<file path="config.mk">
export PLATFORM = sky130hd
export DESIGN_NAME = hilo_unit
export DESIGN_NICKNAME = d
export VERILOG_FILES = /design/src/rtl/hilo_unit.sv
export SDC_FILE = /design/constraint.sdc
export NUM_CORES = 1
export LEC_CHECK = 0
export ABC_AREA = 1
export BUFFER_PORTS_ARGS = -buffer_cell sky130_fd_sc_hd__buf_4
export CORE_AREA = 2 2 127 129
export DETAILED_ROUTE_END_ITERATION = 12
export DIE_AREA = 0 0 129 131
export GPL_TIMING_DRIVEN = 0
export PLACE_DENSITY = 0.71
export SLEW_MARGIN = 20
export SYNTH_ARGS = -nofsm -noshare
export SYNTH_HDL_FRONTEND = slang
export SYNTH_SLANG_ARGS = --single-unit
</file>
<file path="constraint.sdc">
create_clock -name clk -period 1.44 [get_ports clk]
set_input_delay 0 -clock clk [delete_from_list [all_inputs] [get_ports clk]]
set_output_delay 0 -clock clk [all_outputs]
set_load 0.01 [all_outputs]
</file>
<file path="src/rtl/hilo_unit.sv">
// HI/LO architectural registers with MULT/DIV latency model, MT writes and MF reads (HILO_BYPASS_EN: early read of pending result).
// Latency: mult/div commit MUL_LAT/DIV_LAT cycles after issue, done pulses the cycle after; MT writes land at the next edge; reads are combinational.
// Backpressure: while busy, any start/mthi/mtlo/rd request raises stall and is ignored; the requester must re-present it.
module hilo_unit #(
    parameter int MUL_LAT = 4,
    parameter int DIV_LAT = 12
) (
    input  logic        clk,
    input  logic        rst_n,
    input  logic        start,
    input  logic [3:0]  op,
    input  logic [31:0] alu_hi,
    input  logic [31:0] alu_lo,
    input  logic        rt_is_zero,
    input  logic        mthi,
    input  logic        mtlo,
    input  logic [31:0] wdata,
    input  logic        rd_hi,
    input  logic        rd_lo,
    output logic [31:0] rdata,
    output logic [31:0] hi,
    output logic [31:0] lo,
    output logic        busy,
    output logic        stall,
    output logic        done,
    output logic        div0_exc
);

    typedef enum logic {
        IDLE = 1'b0,
        BUSY = 1'b1
    } state_t;

    // The counter holds cycles remaining after the current one, so LAT-1 is loaded.
    localparam logic [3:0] MUL_M1 = 4'(MUL_LAT - 1);
    localparam logic [3:0] DIV_M1 = 4'(DIV_LAT - 1);

    state_t      state;
    state_t      state_nx;
    logic [3:0]  cnt;
    logic [3:0]  cnt_nx;
    logic [31:0] pend_hi;
    logic [31:0] pend_lo;

    logic        valid_op;
    logic        is_div;
    logic        issue;
    logic        div0_hit;
    logic        last;
    logic        mt_ok;
    logic        rd_stall;
    logic [31:0] src_hi;
    logic [31:0] src_lo;

    // Signed/unsigned distinction is resolved in the ALU; the bit carries no meaning here.
    logic        unused_sign;
    assign unused_sign = op[1];

    assign valid_op = (op[3:2] == 2'b11);
    assign is_div   = op[0];
    assign issue    = (state == IDLE) && start && valid_op && !(is_div && rt_is_zero);
    assign div0_hit = (state == IDLE) && start && valid_op && is_div && rt_is_zero;
    assign last     = (state == BUSY) && (cnt == 4'd0);
    // A start in the same cycle takes precedence over MT writes.
    assign mt_ok    = (state == IDLE) && !start;

`ifdef HILO_BYPASS_EN
    // The pending result is final in the last busy cycle, so reads may take it directly.
    assign rd_stall = (rd_hi | rd_lo) & ~last;
    assign src_hi   = last ? pend_hi : hi;
    assign src_lo   = last ? pend_lo : lo;
`else
    assign rd_stall = rd_hi | rd_lo;
    assign src_hi   = hi;
    assign src_lo   = lo;
`endif

    assign busy  = (state == BUSY);
    assign stall = busy & (start | mthi | mtlo | rd_stall);
    // No forwarding of same-cycle MT writes: the read sees the committed value.
    assign rdata = rd_hi ? src_hi : (rd_lo ? src_lo : 32'd0);

    // Next-state and counter: issue loads the latency, BUSY counts down to commit.
    always_comb begin
        state_nx = state;
        cnt_nx   = cnt;
        case (state)
            IDLE: begin
                if (issue) begin
                    state_nx = BUSY;
                    cnt_nx   = is_div ? DIV_M1 : MUL_M1;
                end
            end
            BUSY: begin
                if (cnt == 4'd0) begin
                    state_nx = IDLE;
                end else begin
                    cnt_nx = cnt - 4'd1;
                end
            end
            default: begin
                state_nx = IDLE;
                cnt_nx   = 4'd0;
            end
        endcase
    end

    // State and counter registers; reset aborts any operation in flight.
    always_ff @(posedge clk or negedge rst_n) begin
        if (!rst_n) begin
            state <= IDLE;
            cnt   <= 4'd0;
        end else begin
            state <= state_nx;
            cnt   <= cnt_nx;
        end
    end

    // Pending result capture, HI/LO commit or MT write, and the one-cycle pulses.
    always_ff @(posedge clk or negedge rst_n) begin
        if (!rst_n) begin
            pend_hi  <= 32'd0;
            pend_lo  <= 32'd0;
            hi       <= 32'd0;
            lo       <= 32'd0;
            done     <= 1'b0;
            div0_exc <= 1'b0;
        end else begin
            if (issue) begin
                pend_hi <= alu_hi;
                pend_lo <= alu_lo;
            end
            if (last) begin
                hi <= pend_hi;
                lo <= pend_lo;
            end else if (mt_ok) begin
                if (mthi) hi <= wdata;
                if (mtlo) lo <= wdata;
            end
            done     <= last;
            div0_exc <= div0_hit;
        end
    end

endmodule

</file>
=== After elaboration in Yosys (flattened, before gate mapping) ===
Index checks and enable logic that the tools add are counted.

* Logic and storage cells: 50
* Bits in registers: 135
* Output and inout port bits: 100
* Input port bits: 108

* Mux-type cells: 15
* Reduce and logical (&&, ||, !) cells: 17
* Equal/unequal tests: 3
* Add/sub/neg operators: 1
* Bitwise logic cells: 6

{| class="wikitable"
|+ Operator list
! operator !! count
|-
| $mux 32 || 8
|-
| $mux 4 || 3
|-
| $logic_and 1x1->1 || 8
|-
| $pmux 4 s2 || 1
|-
| $reduce_and 2->1 || 3
|-
| $reduce_bool 2->1 || 3
|-
| $logic_not 4->1 || 1
|-
| $ne 2x2->1 const B || 2
|-
| $or 1x1->1 || 4
|-
| $sub 4x1->4 const B || 1
|-
| $eq 2x2->1 const B || 1
|-
| $logic_not 1->1 || 2
|-
| $mux 1 || 2
|-
| $pmux 1 s2 || 1
|-
| $and 1x1->1 || 1
|-
| $not 1->1 || 1
|}

=== Logic depth before layout (Yosys ltp) ===
* Depth after elaboration: 6
* Mapped depth: 9
* Gate-level depth less buffers: 8

=== Least setup slack after synthesis ===
Ideal clock, no wire load.

* Path type: register -> register
* Start: reg cnt[0]
* End: reg lo[10]
* Period minus slack after synthesis: 1443 ps
* Path slack: -3 ps
* Data required time: 1319 ps
* Setup time: 121 ps
* Buffers on the path: 2
* Cell stages (with the launch flop): 10
* Arrival: 1322 ps
* Path through: dfrtp_1 inv_1 ha_1 nand3_4 buf_6 buf_6 nand2_1 o21ai_1 nand2_1 nand2_1

* Longest elaborated chain between the ends: 4
* Elaborated cells between the ends (all ways): 6
* Those cells by class: mux: 1; reduce/logical: 5

{| class="wikitable"
|+ Ends and longest elaborated chain
! item !! RTL line !! source
|-
| start: declaration || 40 || <nowiki>logic [3:0] cnt;</nowiki>
|-
| start signal: assignment || 115 || <nowiki>cnt <= cnt_nx;</nowiki>
|-
| $logic_not 4->1 * || 63 || <nowiki>assign last = (state == BUSY) && (cnt == 4'd0);</nowiki>
|-
| $logic_and 1x1->1 * || 63 ||
|-
| $reduce_bool 2->1 (no source line) || -- ||
|-
| $reduce_and 2->1 (no source line) || -- ||
|-
| end signal: assignment || 135 || <nowiki>lo <= pend_lo;</nowiki>
|-
| end signal: assignment || 138 || <nowiki>if (mtlo) lo <= wdata;</nowiki>
|-
| end: declaration || 22 || <nowiki>output logic [31:0] lo,</nowiki>
|}

Mark *: on every way between the ends. The rest lies on a longest branch, timed or not.
A chain may end at the register's enable or synchronous reset.

=== Worst setup path after layout ===
* Start: reg cnt[1]
* End: reg lo[20]

Same word-level chain as after synthesis.

==> flow_metrics.tcl <==
set metrics [dict create \
    status "finished, violations left" \
    failed_checks "setup timing" \
    r2r_slack_ps -70 \
    antenna_found_initial 0 \
    cp-endpoint "lo[20]" \
    cts-root-buf "clkbuf_16" \
    path_max_fanout 10 \
    finalWirelength_um 24700 \
    crit_buf_inv 3 \
    synthToLayoutAreaGrowth_pct 65.6 \
    r2r_cells 9 \
    dieArea_um2 16900 \
    yosysSeqAreaShare 0.516 \
    fin_cells 1394 \
    cellLeakagePower_nw 5.50 \
    crit_cells 9 \
    tritoncts "built" \
    slowest_stage "dfrtp_1" \
    grt_usage 0.287 \
    port_buffers 204 \
    ys_types 24 \
    slew_viol_final 0 \
    synth_top_cell_by_area "dfrtp_1" \
    final_core_util 0.695 \
    post-place-ws_ps -326 \
    crit_chain "inv_2, ha_4, nand3_4, buf_6, buf_12, nand2_1, o21ai_1, nand2_1, nand2_1" \
    final_common_cell "buf_4" \
    synth_warnings 0 \
    fin_ws_ps -69.0 \
    criticalPathCategory "register to register" \
    finClkSkew_ps 7.18 \
    htreeDepth 4 \
    drt-wirelength-per-cell_um 17.7 \
    netlist_area_um2 6550 \
    dpl_cell_area_um2 8380 \
    synth_ff_type "dfrtp_1" \
    finalSetupViolations 49 \
    cp.required_ps 1750 \
    fmax_ghz 0.663 \
    drc 0 \
    finalCriticalPeriod_ps 1510 \
    dp_hpwl_um 15900 \
    cpLargestDelayFamily "buffers and inverters" \
    dr_total_vias 7257 \
    coreArea_um2 15600 \
    drtPass1Iterations 5 \
    place.gp.congestion 0.806 \
    synthTopCellsByArea "dfrtp_1, nand2_1, o211ai_1" \
    crit_path_start_kind "register" \
    cp-end-kind "register" \
    crit_top_cell "nand2_1" \
    num_rows 46 \
    clkTransAtPathRegs_ps 60 \
    startpoint "cnt[1]" \
    worstPathArrival_ps 1820 \
    drv_cap 0 \
    timing.final.crit_share 1.05 \
    grt-ovfl-total 0 \
    n_antenna_cell 0 \
    fin_area_um2 10800 \
    grt_pass1_wl_um 36600 \
    hold_viol_final 0 \
    die_h_um 131 \
    postSynthCellCount 820 \
    synth_async_sr_flop_share 1.00 \
    synth_edf_count 0 \
    nets 1277 \
    num_io_pins 208 \
    insertion_delay_ps 420 \
    place_inst 1241 \
    r2r-start "cnt[1]" \
    grt_pass1_vias 7068 \
    drive_gt1_frac 0.328 \
    min_path_type "input port to register" \
    clock_path_buffers 2 \
    syn_nets 930 \
    worstMarginPinSlew_ps 652 \
    ant_nets 0 \
    r2r_end "lo[20]" \
    power.density_nw_per_um2 1770 \
    hold_path_startpoint "mtlo" \
    layout.cells.most_common_list "buf_4, nand2_1, dfrtp_1" \
    grt_max_degree 83 \
    cts_sinks 135 \
    vias_per_cell 5.21 \
    cts_made_buffers 17 \
    ys_ff_latch 135 \
    vdd_drop_max_mv 1.09 \
    syn_avg_cell_area_um2 7.98 \
    rsz0062_at_grt "yes" \
    drt_iter0_drc 465 \
    max_slew_margin 0.566 \
    synth_top_area_frac 0.516 \
    slowest_delay_ps 390 \
    dieWidth_um 129 \
    initial_core_util 0.420 \
]
[sequential cells by signal, summed over array words and instances, names as in the netlist]
| name | flops |
|---|---|
| hi | 32 |
| lo | 32 |
| pend_hi | 32 |
| pend_lo | 32 |
| cnt | 4 |
| busy | 1 |
| div0_exc | 1 |
| done | 1 |
[report_power, final]
part           switching [mW]  internal, mW  leakage, nW
clock network            1.58          2.58        0.273
registers                1.19          5.58         1.56
logic                    4.29          3.92         3.67
[stage by stage]
step	total power [mW]	TNS, ps	hold WS (ps)
detailed placement	13.7	-21790	51.6
floorplan	10.3	0	-296
global placement	13.5	-45750	245
global route	20.3	-5680	93.5
finish	19.1	-654	71.5
CTS	18.5	-444	64.5
[cell type report]
type	instances	area, µm²
buffer	61	527
clock buffer	27	513
clock inverter	3	40.0
fill	1254	4760
inverter	76	289
multi-input combinational	548	2950
sequential	135	3380
tap	216	270
timing repair buffer	328	2870
[worst min-delay path by stage]
| stage | endpoint | slack [ps] | depth (start not counted) |
|---|---|---|---|
| floorplan | busy | -300 | 0 |
| global placement | pend_lo[5] | 250 | 3 |
| detailed placement | lo[19] | 50 | 1 |
| CTS | lo[26] | 60 | 4 |
| global route | lo[26] | 90 | 4 |
| finish | lo[25] | 70 | 4 |
[synth_stat cells, types with 2 or more instances]
library cell,count
o211ai_1,64
ha_1,2
o21ai_0,23
buf_6,4
o21ai_1,41
buf_2,31
clkbuf_1,21
inv_1,74
buf_1,3
nand3_1,38
o21ai_2,2
nor2_1,68
clkinv_1,2
dfrtp_1,135
buf_4,3
nand2_1,235
a21oi_1,67
[per-layer routing]
layer / vias up / part of all wire / global-route usage
met4: 0 / 0.027 / 0.109
met5: - / 0 / 0
met3: 59 / 0.065 / 0.0448
li1: 3364 / - / -
met2: 348 / 0.49 / 0.484
met1: 3486 / 0.41 / 0.375
[worst min-delay path, cell delays in order]
cell and delay, ps:
buf_4 120, clkinv_1 160, o211ai_1 130, nand2_1 60
[logic make-up (layout without fill, tap and decap cells)]
logic type                 after synthesis  in the layout  synth area share
adders and majority gates                2              2           0.00382
and+or+nand+nor                        346            347             0.210
DFF                                    135            135             0.516
AOI/OAI and AO/OA                      199            199             0.179
buffers and inverters                  138            495            0.0914
[repair_timing]
action | in CTS | in global routing
gates resized for setup | 70 | 138
hold endpoints to repair | 211 | 0
hold buffers | 102 | 0
pin swaps | 3 | 6
buffers inserted | 10 | 4
cloned | 3 | 5
setup endpoints to repair | 131 | 139
(Power assumes the default switching activity.)
